### config.mk
export PLATFORM = sky130hd
export DESIGN_NAME = top_duv
export DESIGN_NICKNAME = d
export VERILOG_FILES = /design/src/rtl/top_duv_pkg.sv /design/src/rtl/top_duv_alu.sv /design/src/rtl/top_duv.sv
export SDC_FILE = /design/constraint.sdc
export NUM_CORES = 2
export LEC_CHECK = 0
export BUFFER_PORTS_ARGS = -buffer_cell sky130_fd_sc_hd__buf_4
export CAP_MARGIN = 20
export CORE_MARGIN = 2
export CORE_UTILIZATION = 44
export CTS_BUF_LIST = sky130_fd_sc_hd__clkbuf_4 sky130_fd_sc_hd__clkbuf_8
export CTS_CLUSTER_SIZE = 40
export DETAILED_ROUTE_END_ITERATION = 12
export SYNTH_ARGS = -nofsm -noshare
export SYNTH_HDL_FRONTEND = slang
export SYNTH_SLANG_ARGS = --single-unit
### constraint.sdc
create_clock -name CLK -period 8 [get_ports CLK]
set_input_delay 0.4 -clock CLK [delete_from_list [all_inputs] [get_ports CLK]]
set_output_delay 0.4 -clock CLK [all_outputs]
set_load 0.01 [all_outputs]
### src/rtl/top_duv_pkg.sv
// ---------------------------------------------------------------------------
// top_duv_pkg
// Shared definitions for the multicycle RV32I-subset core:
//   - opcode constants for the supported instruction classes
//   - FSM state enumeration
//   - ALU operation enumeration
//   - alu_decode(): maps funct3/funct7 to an ALU operation plus a valid flag
// Build option: TOP_DUV_SHIFT_EN enables the shift instructions
// (sll/srl/sra/slli/srli/srai); without it those encodings decode as invalid.
// ---------------------------------------------------------------------------
package top_duv_pkg;

    localparam logic [6:0] OP_R   = 7'b0110011;
    localparam logic [6:0] OP_I   = 7'b0010011;
    localparam logic [6:0] OP_LW  = 7'b0000011;
    localparam logic [6:0] OP_SW  = 7'b0100011;
    localparam logic [6:0] OP_BR  = 7'b1100011;
    localparam logic [6:0] OP_JAL = 7'b1101111;
    localparam logic [6:0] OP_LUI = 7'b0110111;

    typedef enum logic [3:0] {
        FETCH,
        DECODE,
        MEMADR,
        MEMREAD,
        MEMWB,
        MEMWRITE,
        EXEC_R,
        EXEC_I,
        ALUWB,
        BRANCH,
        JAL,
        LUI
    } state_e;

    typedef enum logic [3:0] {
        ALU_ADD,
        ALU_SUB,
        ALU_AND,
        ALU_OR,
        ALU_XOR,
        ALU_SLT,
        ALU_SLTU,
        ALU_SLL,
        ALU_SRL,
        ALU_SRA
    } alu_op_e;

    typedef struct packed {
        logic    valid;
        alu_op_e op;
    } alu_dec_t;

    // is_reg selects R-type rules: funct7 must be 0 except for sub/sra.
    // For I-type, funct7 is part of the immediate and is only inspected
    // for the shift encodings.
    function automatic alu_dec_t alu_decode(input logic [2:0] funct3,
                                            input logic [6:0] funct7,
                                            input logic       is_reg);
        alu_dec_t d;
        logic     f7_zero;
        logic     f7_alt;
        f7_zero = (funct7 == 7'b0000000);
        f7_alt  = (funct7 == 7'b0100000);
        d.valid = 1'b0;
        d.op    = ALU_ADD;
        case (funct3)
            3'b000: begin
                if (!is_reg || f7_zero) begin
                    d.valid = 1'b1;
                    d.op    = ALU_ADD;
                end else if (f7_alt) begin
                    d.valid = 1'b1;
                    d.op    = ALU_SUB;
                end
            end
            3'b010: begin d.valid = !is_reg || f7_zero; d.op = ALU_SLT;  end
            3'b011: begin d.valid = !is_reg || f7_zero; d.op = ALU_SLTU; end
            3'b100: begin d.valid = !is_reg || f7_zero; d.op = ALU_XOR;  end
            3'b110: begin d.valid = !is_reg || f7_zero; d.op = ALU_OR;   end
            3'b111: begin d.valid = !is_reg || f7_zero; d.op = ALU_AND;  end
`ifdef TOP_DUV_SHIFT_EN
            3'b001: begin d.valid = f7_zero; d.op = ALU_SLL; end
            3'b101: begin
                d.valid = f7_zero || f7_alt;
                d.op    = f7_alt ? ALU_SRA : ALU_SRL;
            end
`endif
            default: ;
        endcase
        return d;
    endfunction

endpackage

### src/rtl/top_duv_alu.sv
// ---------------------------------------------------------------------------
// top_duv_alu
// Combinational ALU shared by every datapath step of the core.
// Ports:
//   a, b    in  W  operands
//   op      in     operation (alu_op_e)
//   result  out W  operation result (32-bit style wrap-around)
//   zero    out 1  result == 0
// Build option: TOP_DUV_SHIFT_EN adds the shifter; without it shift
// operations are never requested and yield 0.
// ---------------------------------------------------------------------------
module top_duv_alu
    import top_duv_pkg::*;
#(
    parameter int W = 32
) (
    input  logic [W-1:0] a,
    input  logic [W-1:0] b,
    input  alu_op_e      op,
    output logic [W-1:0] result,
    output logic         zero
);

    always_comb begin
        result = '0;
        case (op)
            ALU_ADD:  result = a + b;
            ALU_SUB:  result = a - b;
            ALU_AND:  result = a & b;
            ALU_OR:   result = a | b;
            ALU_XOR:  result = a ^ b;
            ALU_SLT:  result[0] = ($signed(a) < $signed(b));
            ALU_SLTU: result[0] = (a < b);
`ifdef TOP_DUV_SHIFT_EN
            ALU_SLL:  result = a << b[4:0];
            ALU_SRL:  result = a >> b[4:0];
            ALU_SRA:  result = $unsigned($signed(a) >>> b[4:0]);
`endif
            default:  result = '0;
        endcase
    end

    assign zero = (result == '0);

endmodule

### src/rtl/top_duv.sv
// ---------------------------------------------------------------------------
// top_duv
// Multicycle RV32I-subset core (add/sub/logic/slt/shift R+I, lw, sw, beq,
// bne, jal, lui). One instruction takes 3..5 cycles through one shared ALU.
// Ports:
//   CLK           in   clock, rising edge
//   RSTa          in   asynchronous active-low reset
//   address       out  memory byte address (PC in FETCH, ALUOut in MEMREAD/MEMWRITE)
//   read_address  in   memory read data (combinational from address)
//   write_data    out  store data (B register = rs2 value)
//   MemWrite      out  store strobe, memory writes on the rising edge
//   MemRead       out  read strobe, core samples read_address on the rising edge
// Build option: TOP_DUV_SHIFT_EN enables shift instructions; otherwise they
// decode as NOP.
// ---------------------------------------------------------------------------
module top_duv
    import top_duv_pkg::*;
#(
    parameter int TAMANYO = 32
) (
    input  logic               CLK,
    input  logic               RSTa,
    output logic [TAMANYO-1:0] address,
    input  logic [TAMANYO-1:0] read_address,
    output logic [TAMANYO-1:0] write_data,
    output logic               MemWrite,
    output logic               MemRead
);

    state_e             state_q, state_d;
    logic [TAMANYO-1:0] pc_q, old_pc_q, a_q, b_q, alu_out_q, mdr_q;
    logic [31:0]        ir_q;
    logic [TAMANYO-1:0] rf_q [32];

    // Instruction fields
    logic [6:0] opcode, funct7;
    logic [2:0] funct3;
    logic [4:0] rd, rs1, rs2;
    assign opcode = ir_q[6:0];
    assign rd     = ir_q[11:7];
    assign funct3 = ir_q[14:12];
    assign rs1    = ir_q[19:15];
    assign rs2    = ir_q[24:20];
    assign funct7 = ir_q[31:25];

    // Immediates, built at 32 bits then sign-extended to the datapath width
    logic [31:0]        imm_i32, imm_s32, imm_b32, imm_j32, imm_u32;
    logic [TAMANYO-1:0] imm_i, imm_s, imm_b, imm_j, imm_u;
    assign imm_i32 = {{20{ir_q[31]}}, ir_q[31:20]};
    assign imm_s32 = {{20{ir_q[31]}}, ir_q[31:25], ir_q[11:7]};
    assign imm_b32 = {{19{ir_q[31]}}, ir_q[31], ir_q[7], ir_q[30:25], ir_q[11:8], 1'b0};
    assign imm_j32 = {{11{ir_q[31]}}, ir_q[31], ir_q[19:12], ir_q[20], ir_q[30:21], 1'b0};
    assign imm_u32 = {ir_q[31:12], 12'b0};
    assign imm_i   = TAMANYO'($signed(imm_i32));
    assign imm_s   = TAMANYO'($signed(imm_s32));
    assign imm_b   = TAMANYO'($signed(imm_b32));
    assign imm_j   = TAMANYO'($signed(imm_j32));
    assign imm_u   = TAMANYO'($signed(imm_u32));

    alu_dec_t alu_dec;
    assign alu_dec = alu_decode(funct3, funct7, opcode == OP_R);

    // Register-file read ports; x0 is hard-wired to zero
    logic [TAMANYO-1:0] rs1_val, rs2_val;
    assign rs1_val = (rs1 == 5'd0) ? '0 : rf_q[rs1];
    assign rs2_val = (rs2 == 5'd0) ? '0 : rf_q[rs2];

    // Shared ALU operand selection
    logic [TAMANYO-1:0] alu_a, alu_b, alu_result;
    alu_op_e            alu_op;
    logic               alu_zero;

    always_comb begin
        alu_a  = pc_q;
        alu_b  = TAMANYO'(32'd4);
        alu_op = ALU_ADD;
        case (state_q)
            DECODE: begin           // speculative branch target
                alu_a = old_pc_q;
                alu_b = imm_b;
            end
            MEMADR: begin
                alu_a = a_q;
                alu_b = (opcode == OP_SW) ? imm_s : imm_i;
            end
            EXEC_R: begin
                alu_a  = a_q;
                alu_b  = b_q;
                alu_op = alu_dec.op;
            end
            EXEC_I: begin
                alu_a  = a_q;
                alu_b  = imm_i;
                alu_op = alu_dec.op;
            end
            BRANCH: begin           // equality via subtract-and-test-zero
                alu_a  = a_q;
                alu_b  = b_q;
                alu_op = ALU_SUB;
            end
            JAL: begin
                alu_a = old_pc_q;
                alu_b = imm_j;
            end
            default: ;
        endcase
    end

    top_duv_alu #(.W(TAMANYO)) u_alu (
        .a      (alu_a),
        .b      (alu_b),
        .op     (alu_op),
        .result (alu_result),
        .zero   (alu_zero)
    );

    // Next-state logic; anything not recognised falls back to FETCH (NOP)
    always_comb begin
        state_d = FETCH;
        case (state_q)
            FETCH:  state_d = DECODE;
            DECODE: begin
                case (opcode)
                    OP_R:   state_d = alu_dec.valid ? EXEC_R : FETCH;
                    OP_I:   state_d = alu_dec.valid ? EXEC_I : FETCH;
                    OP_LW:  state_d = (funct3 == 3'b010) ? MEMADR : FETCH;
                    OP_SW:  state_d = (funct3 == 3'b010) ? MEMADR : FETCH;
                    OP_BR:  state_d = (funct3[2:1] == 2'b00) ? BRANCH : FETCH;
                    OP_JAL: state_d = JAL;
                    OP_LUI: state_d = LUI;
                    default: state_d = FETCH;
                endcase
            end
            MEMADR:  state_d = (opcode == OP_SW) ? MEMWRITE : MEMREAD;
            MEMREAD: state_d = MEMWB;
            EXEC_R:  state_d = ALUWB;
            EXEC_I:  state_d = ALUWB;
            default: state_d = FETCH;
        endcase
    end

    // Register-file write port
    logic               rf_we;
    logic [TAMANYO-1:0] rf_wdata;
    always_comb begin
        rf_we    = 1'b0;
        rf_wdata = alu_out_q;
        case (state_q)
            MEMWB: begin rf_we = 1'b1; rf_wdata = mdr_q;     end
            ALUWB: begin rf_we = 1'b1; rf_wdata = alu_out_q; end
            JAL:   begin rf_we = 1'b1; rf_wdata = pc_q;      end  // pc_q already OldPC+4
            LUI:   begin rf_we = 1'b1; rf_wdata = imm_u;     end
            default: ;
        endcase
        if (rd == 5'd0) rf_we = 1'b0;
    end

    logic branch_taken;
    assign branch_taken = funct3[0] ? !alu_zero : alu_zero;

    always_ff @(posedge CLK or negedge RSTa) begin
        if (!RSTa) begin
            state_q   <= FETCH;
            pc_q      <= '0;
            old_pc_q  <= '0;
            ir_q      <= '0;
            a_q       <= '0;
            b_q       <= '0;
            alu_out_q <= '0;
            mdr_q     <= '0;
            for (int i = 0; i < 32; i++) rf_q[i] <= '0;
        end else begin
            state_q <= state_d;
            case (state_q)
                FETCH: begin
                    ir_q     <= read_address[31:0];
                    old_pc_q <= pc_q;
                    pc_q     <= alu_result;
                end
                DECODE: begin
                    a_q       <= rs1_val;
                    b_q       <= rs2_val;
                    alu_out_q <= alu_result;
                end
                MEMADR, EXEC_R, EXEC_I: alu_out_q <= alu_result;
                MEMREAD: mdr_q <= read_address;
                BRANCH:  if (branch_taken) pc_q <= alu_out_q;
                JAL:     pc_q <= alu_result;
                default: ;
            endcase
            if (rf_we) rf_q[rd] <= rf_wdata;
        end
    end

    // Bus outputs decoded from state and registers
    assign MemRead    = (state_q == FETCH) || (state_q == MEMREAD);
    assign MemWrite   = (state_q == MEMWRITE);
    assign address    = ((state_q == MEMREAD) || (state_q == MEMWRITE)) ? alu_out_q : pc_q;
    assign write_data = b_q;

endmodule

Word-level counts from Yosys, hierarchy flattened
Cells that the tools add are included.

Order comparisons: 6. Equal/unequal tests: 31. Bitwise gates (word level): 6. $add $sub $neg: 2. Mux-type cells: 34. Reductions and logical operators: 25.

Operator list (count): $bwmux W1024 (1); $bmux W32 S5 (2); $mux W32 (9); $demux W32 S5 (1); $pmux W32 S5 (1); $pmux W31 S5 (1); $pmux W32 S2 (2); $pmux W32 S3 (1); $lt A32 B32 Y1 (2); $add A32 B32 Y32 (1); $and A32 B32 Y32 (1); $logic_not A32 Y1 (1); $or A32 B32 Y32 (1); $sub A32 B32 Y32 (1); $xor A32 B32 Y32 (1); $pmux W5 S6 (1); $eq A4 B3 Y1 const B (7); $eq A7 B6 Y1 const B (4); $pmux W4 S6 (1); $pmux W4 S5 (1); $ge A6 B6 Y1 const B (3); $not A5 Y6 (3); $eq A4 B2 Y1 const B (4); $eq A4 B4 Y1 const B (4); 27 further kinds (50).

Word-level logic and storage cells: 144. Output and inout port bits: 66. Input port bits: 34. Flip-flop bits (word level): 1252.

Longest topological paths before layout
Word-level depth: 13. Depth in mapped cells: 26. Gate-level depth less buffers: 21.

Modules after synthesis
From an unflattened synthesis, not the netlist that was laid out.

Cell total of the unflattened synthesis: 7103. Area total of the unflattened synthesis: 70582.7 µm².

By module, submodules not included: top_duv (area each 64639.5 µm², sequential area each 31330.0 µm², instances 1, cells an instance 6216); top_duv_alu (area each 5943.2 µm², sequential area each 0.0 µm², instances 1, cells an instance 887).

Worst setup path after synthesis
Ideal clock, no wire load.

Kind: register to register. From: reg ir_q[15]. To: reg pc_q[10]. Required time: 7.913 ns. Path slack: 1.653 ns. Data arrival time: 6.261 ns. Stages on the path, launching flop included: 22. Setup time: 0.087 ns. Buffers on the path: 7. Clock period less this slack: 6.347 ns. Cells stage by stage: dfrtp_1 -> clkbuf_1 -> clkbuf_1 -> buf_1 -> clkbuf_1 -> buf_1 -> a221oi_1 -> ha_1 -> clkbuf_1 -> nand2_1 -> o21ai_0 -> nor2_1 -> a311oi_1 -> o221ai_1 -> mux2i_1 -> xnor2_1 -> o221ai_1 -> or4_1 -> nor2_4 -> mux2_2 -> buf_2 -> o211ai_1.

Cells in the longest elaborated chain, start to end: 8. Elaborated cells on any way between the ends: 15. Classes of those cells: add/sub (2); order compare (2); eq/ne (1); mux (4); bitwise (3); reduce/logical (3).

Ends and longest elaborated chain: start: declaration (line top_duv.sv:32) `logic [31:0] ir_q;`; start signal: assignment (line top_duv.sv:176) `ir_q <= read_address[31:0];`; $pmux W32 S5 * (line top_duv.sv:77) `case (state_q)`; $sub A32 B32 Y32 (tied with other cells) (line top_duv_alu.sv:28) `ALU_SUB: result = a - b;`; $pmux W31 S5 or $pmux W1 S7 (tied branches) (line top_duv_alu.sv:26) `case (op)`; $logic_not A32 Y1 * (line top_duv_alu.sv:43) `assign zero = (result == '0);`; $logic_not A1 Y1 (line top_duv.sv:159) `assign branch_taken = funct3[0] ? !alu_zero : alu_zero;`; $mux W1 * (line top_duv.sv:159); $ne A2 B2 Y1 (no source line) *; $reduce_and A2 Y1 (no source line) *; end signal: assignment (line top_duv.sv:178) `pc_q <= alu_result;`; end signal: assignment (line top_duv.sv:187) `BRANCH: if (branch_taken) pc_q <= alu_out_q;`; end signal: assignment (line top_duv.sv:188) `JAL: pc_q <= alu_result;`; end: declaration (line top_duv.sv:31) `logic [TAMANYO-1:0] pc_q, old_pc_q, a_q, b_q, alu_out_q, mdr_q;`.

Mark *: on every way between the ends. The rest lies on a longest branch, timed or not. A chain may end at the register's enable or synchronous reset.

Worst setup path after layout
From: reg state_q[3]. To: reg pc_q[17].

Cells in the longest elaborated chain, start to end: 10. Elaborated cells on any way between the ends: 38. Classes of those cells: add/sub (2); order compare (2); eq/ne (13); mux (7); bitwise (3); reduce/logical (11).

Ends and longest elaborated chain: start: declaration (line top_duv.sv:30) `state_e state_q, state_d;`; start signal: assignment (line top_duv.sv:173) `state_q <= state_d;`; $eq A4 B4 Y1 (tied with other cells) (line top_duv.sv:77, top_duv.sv:174); $reduce_or A4 Y1 (no source line) or $reduce_or A2 Y1 (tied branches); $pmux W32 S2 (tied with other cells) (line top_duv.sv:77); $sub A32 B32 Y32 (tied with other cells) (line top_duv_alu.sv:28); $pmux W1 S7 or $pmux W31 S5 (tied branches) (line top_duv_alu.sv:26); $logic_not A32 Y1 (line top_duv_alu.sv:43); $logic_not A1 Y1 (line top_duv.sv:159); $mux W1 (line top_duv.sv:159); $ne A2 B2 Y1 (no source line); $reduce_and A2 Y1 (no source line).

Several ways; a longest one is shown, not always the timed one.

==> flow_summary_export.csv <==
group,metric,value,unit
run_status,status,"complete, no violations",
clock_network,cts_num_sinks,1252,
power,total_power,26300,uW
setup_path,critPathKind,"flop to flop",
synthesis,synth_ff_type,"dfrtp_1",
setup_path,r2r_slack,0.39,ns
synthesis,muxShareOfSynthArea,24.4,%
detailed_routing,drc_errors,0,
power,switching_share,44.5,%
setup_path,crit_required,8.84,ns
die,core_area,156000,um^2
die,ioPinCount,100,
synthesis,synth_seq_cells,1252,
detailed_routing,drt_iter0_markers,6244,
synthesis,yosys.area_share.simple,10.3,%
setup_path,worst_path_max_delay_cell,"a211oi_1",
sta,setup_viol,0,
synthesis,synth_cell_types,81,
global_route,antenna_found_initial,8,
sta,fmax,0.131,GHz
global_route,grt_pass1_wl,369,mm
layout,nets,6364,
clock_network,cts_tree,"done",
detailed_routing,wl_per_cell,29.6,um
synthesis,synth-compound-area-share,14.1,%
die,rows,145,
synthesis,yosysWarningCount,0,
power,seq_power_share,30.4,%
synthesis,synth_edf_count,0,
detailed_routing,postRouteAntennaNets,0,
sta,finClkSkew,0.0759,ns
die,die_w,401,um
synthesis,synth_nets,6492,
synthesis,syn_area_per_cell,10.9,um^2
clock_network,clkLatencyLatePin,0.97,ns
sta,drv_slew,0,
setup_path,cp.arrival,8.45,ns
synthesis,ys_async_sr_fraction,100,%
setup_path,reg2reg_to,"pc_q[17]$_DFFE_PN0P_",
sta,tns,0,ns
sta,slew_headroom,13.8,%
sta,worstMarginPinSlew,1.29,ns
power,p_int,14600,uW
setup_path,cp_cell_sequence,"nor2b_2 > nand2b_1 > o21ai_4 > nor2_4 > a21o_1 > a221o_1 > ha_1 > nor2_1 > a2111o_1 > a211oi_1 > o311ai_0 > a31oi_1 > mux2_2 > nor3_1 > o2111ai_1 > or4_1 > nor2_4 > buf_4 > mux2_2 > o211ai_1",
sta,hold_viol,0,
die,die_y,401,um
global_route,overflow,0,
setup_path,cp_max_fo,33,
die,die-area,161000,um^2
setup_path,crit_path_max_incr_delay,0.77,ns
power,p_sw,11700,uW
sta,timing.hold.ws,0.0906,ns
power,pwr_density_cell,341,nW/um^2
place,routabilityCongestion,0.990,
synthesis,synthAdderAreaFrac,1.79,%
global_route,grt_usage,31.1,%
clock_network,cts_buffer_depth,3,
power,power.leakage,0.0332,uW
place,place_hpwl,155,mm
power,ir_drop,0.000221,V
clock_network,htree_levels,4,
sta,timing.final.crit_period,7.61,ns
setup_path,rr_worst_depth,20,
detailed_routing,vias,54121,
detailed_routing,wirelength,251,mm
power,clockPowerShare,23.5,%
clock_network,clkTransAtPathRegs,0.07,ns
synthesis,synth_xor_area_share,0.177,%
synthesis,syn-cell-area,69400,um^2
detailed_routing,vias_per_cell,6.39,
setup_path,r2r_start,"state_q[3]$_DFF_PN0_",
layout,syn2layout_area_growth,11.4,%
die,initial_core_util,44.4,%
global_route,grt_max_degree,161,
synthesis,ys_seq_area_share,45.2,%
clock_network,cts-root-buf,"clkbuf_8",
synthesis,synthCells,6360,
sta,finalCritPeriodShare,95.1,%
run,cap_violations,0,
clock_network,cts-buffers-inserted,204,
place,portBuffers,99,
setup_path,cp-start-kind,"flop",
detailed_routing,first_pass_iters,8,
setup_path,worst_setup_path_end_kind,"flop",
power,power_frac_comb,46.1,%
min_path,min_path_type,"primary input to asynchronous set/reset pin",
global_route,grt_pass1_vias,53033,
sta,grt_setup_unrepaired,"false",
synthesis,synth_top_family_by_area,"multiplexers",
layout,drive_gt1_share,24.8,%
clock_network,post_cts_buffers,0,
## critical path, delay by kind of cell, from the launching register on
kind,cells,cell delay (ns)
AOI/OAI and AO/OA,9,3.10
adders and majority gates,1,0.47
buffers and inverters,1,0.37
DFF,1,0.54
muxes,2,0.75
and+or+nand+nor,7,2.25
## routing by layer
metal	vias to the layer above	global-route usage (%)	part of all wire [%]
li1	23171	-	-
met1	27704	43.5	41
met2	2674	47.7	46
met3	568	5.78	8.6
met4	4	12.9	4.4
met5	-	0	0.012
## synthesized netlist by cell type (all sizes together) (7+ instances only)
| master | count | area share [%] |
|---|---|---|
| a211oi | 11 | 0.14 |
| a21boi | 10 | 0.11 |
| a21o | 15 | 0.16 |
| a21oi | 648 | 4.7 |
| a221o | 38 | 0.55 |
| a221oi | 37 | 0.47 |
| a222oi | 16 | 0.23 |
| a22o | 27 | 0.34 |
| a22oi | 12 | 0.13 |
| a311oi | 8 | 0.10 |
| a31oi | 15 | 0.14 |
| and2 | 46 | 0.41 |
| and3 | 9 | 0.081 |
| buf | 91 | 0.56 |
| clkbuf | 552 | 3.0 |
| dfrtp | 1252 | 45 |
| ha | 96 | 1.7 |
| inv | 95 | 0.51 |
| mux2 | 225 | 3.7 |
| mux2i | 73 | 1.1 |
| mux4 | 608 | 20 |
| nand2 | 667 | 3.6 |
| nand2b | 25 | 0.23 |
| nand3 | 34 | 0.25 |
| nand3b | 32 | 0.35 |
| nand4 | 47 | 0.42 |
| nor2 | 642 | 3.5 |
| nor2b | 44 | 0.40 |
| nor3 | 46 | 0.33 |
| nor4 | 17 | 0.15 |
| o211ai | 47 | 0.51 |
| o21a | 12 | 0.13 |
| o21ai | 632 | 4.6 |
| o21bai | 13 | 0.14 |
| o221ai | 12 | 0.15 |
| o22ai | 40 | 0.36 |
| o31ai | 47 | 0.51 |
| or2 | 7 | 0.063 |
| or3 | 11 | 0.099 |
| or4 | 9 | 0.10 |
| xnor2 | 14 | 0.18 |
## power by group through the flow
stage	Combinational [uW]	Clock [uW]	Sequential, uW
6_report	12100	6190	8000
5_1_grt	12800	6540	8040
4_1_cts	11900	6260	7970
3_5_place_dp	11800	0	8080
3_3_place_gp	11900	0	8070
2_1_floorplan	7970	0	7280
## logic make-up (layout without fill, tap and decap cells)
| kind of cell | count (synthesis) | in the layout |
|---|---|---|
| AO/OA/AOI/OAI | 1692 | 1692 |
| AND/OR/NAND/NOR | 1660 | 1660 |
| flip-flops | 1252 | 1252 |
| multiplexers | 906 | 906 |
| buffers and inverters | 738 | 781 |
| adder cells (fa/ha/maj) | 98 | 98 |
| XOR/XNOR | 14 | 14 |
| other | 0 | 3 |
## worst max path at each step
stage | slack [ns] | endpoint | from
after floorplan | 1.65 | pc_q[10]$_DFFE_PN0P_ | ir_q[15]$_DFFE_PN0P_
after global placement | 0.46 | pc_q[13]$_DFFE_PN0P_ | state_q[2]$_DFF_PN0_
after detailed placement | 0.27 | pc_q[8]$_DFFE_PN0P_ | state_q[2]$_DFF_PN0_
after CTS | 0.20 | pc_q[22]$_DFFE_PN0P_ | state_q[2]$_DFF_PN0_
after global routing | 0.14 | pc_q[20]$_DFFE_PN0P_ | state_q[2]$_DFF_PN0_
final | 0.39 | pc_q[17]$_DFFE_PN0P_ | state_q[3]$_DFF_PN0_
## flip-flops by register name, summed over array words and instances (netlist names)
| signal | count |
|---|---|
| ir_q | 32 |
| write_data | 32 |
| rf_q | 1024 |
| old_pc_q | 32 |
| a_q | 32 |
| state_q | 4 |
| alu_out_q | 32 |
| mdr_q | 32 |
| pc_q | 32 |
## cell usage in the layout, fill, tap and decap left out, types with 28 or more instances in the layout
master         instances
o31ai_1               47
ha_1                  96
mux2i_1               73
nand4_1               47
mux2_2               224
nor2_1               632
o22ai_1               40
o211ai_1              47
nor2b_1               43
dfrtp_1             1241
clkbuf_8             264
a21oi_1              645
nand2_1              657
nand3_1               28
nor3_1                35
mux4_2               608
buf_4                265
dlygate4sd3_1         33
clkbuf_4              77
inv_1                 95
o21ai_0              626
and2_1                46
nand3b_1              32
a221o_1               38
## what timing repair did
item | 4_1_cts | 5_1_grt
endpoints found under the setup margin | 0 | 31
hold buffers | 33 | 0
gates resized for setup | 0 | 4
hold endpoints to repair | 180 | 0
## through the flow
| stage | utilization (%) | setup WS [ns] | instance area, um^2 | instances |
|---|---|---|---|---|
| 6_report | 49.4 | 0.389 | 77300 | 8464 |
| 5_1_grt | 49.4 | 0.137 | 77300 | 8464 |
| 4_1_cts | 49.4 | 0.203 | 77200 | 8458 |
| 3_5_place_dp | 46.3 | 0.265 | 72300 | 8048 |
| 3_3_place_gp | 46.2 | 0.461 | 72300 | 8046 |
| 2_1_floorplan | - | 1.65 | 69400 | 6360 |
## final cells by class
cell class / instances / area (um^2)
antenna: 3 / 7.51
clock buffer: 341 / 4210
clock inverter: 36 / 358
fill: 14073 / 79100
inverter: 95 / 357
multi-input combinational: 4370 / 35900
sequential: 1252 / 31400
tap: 2058 / 2570
timing repair buffer: 309 / 2540
Power figures use the tool's default switching activity.
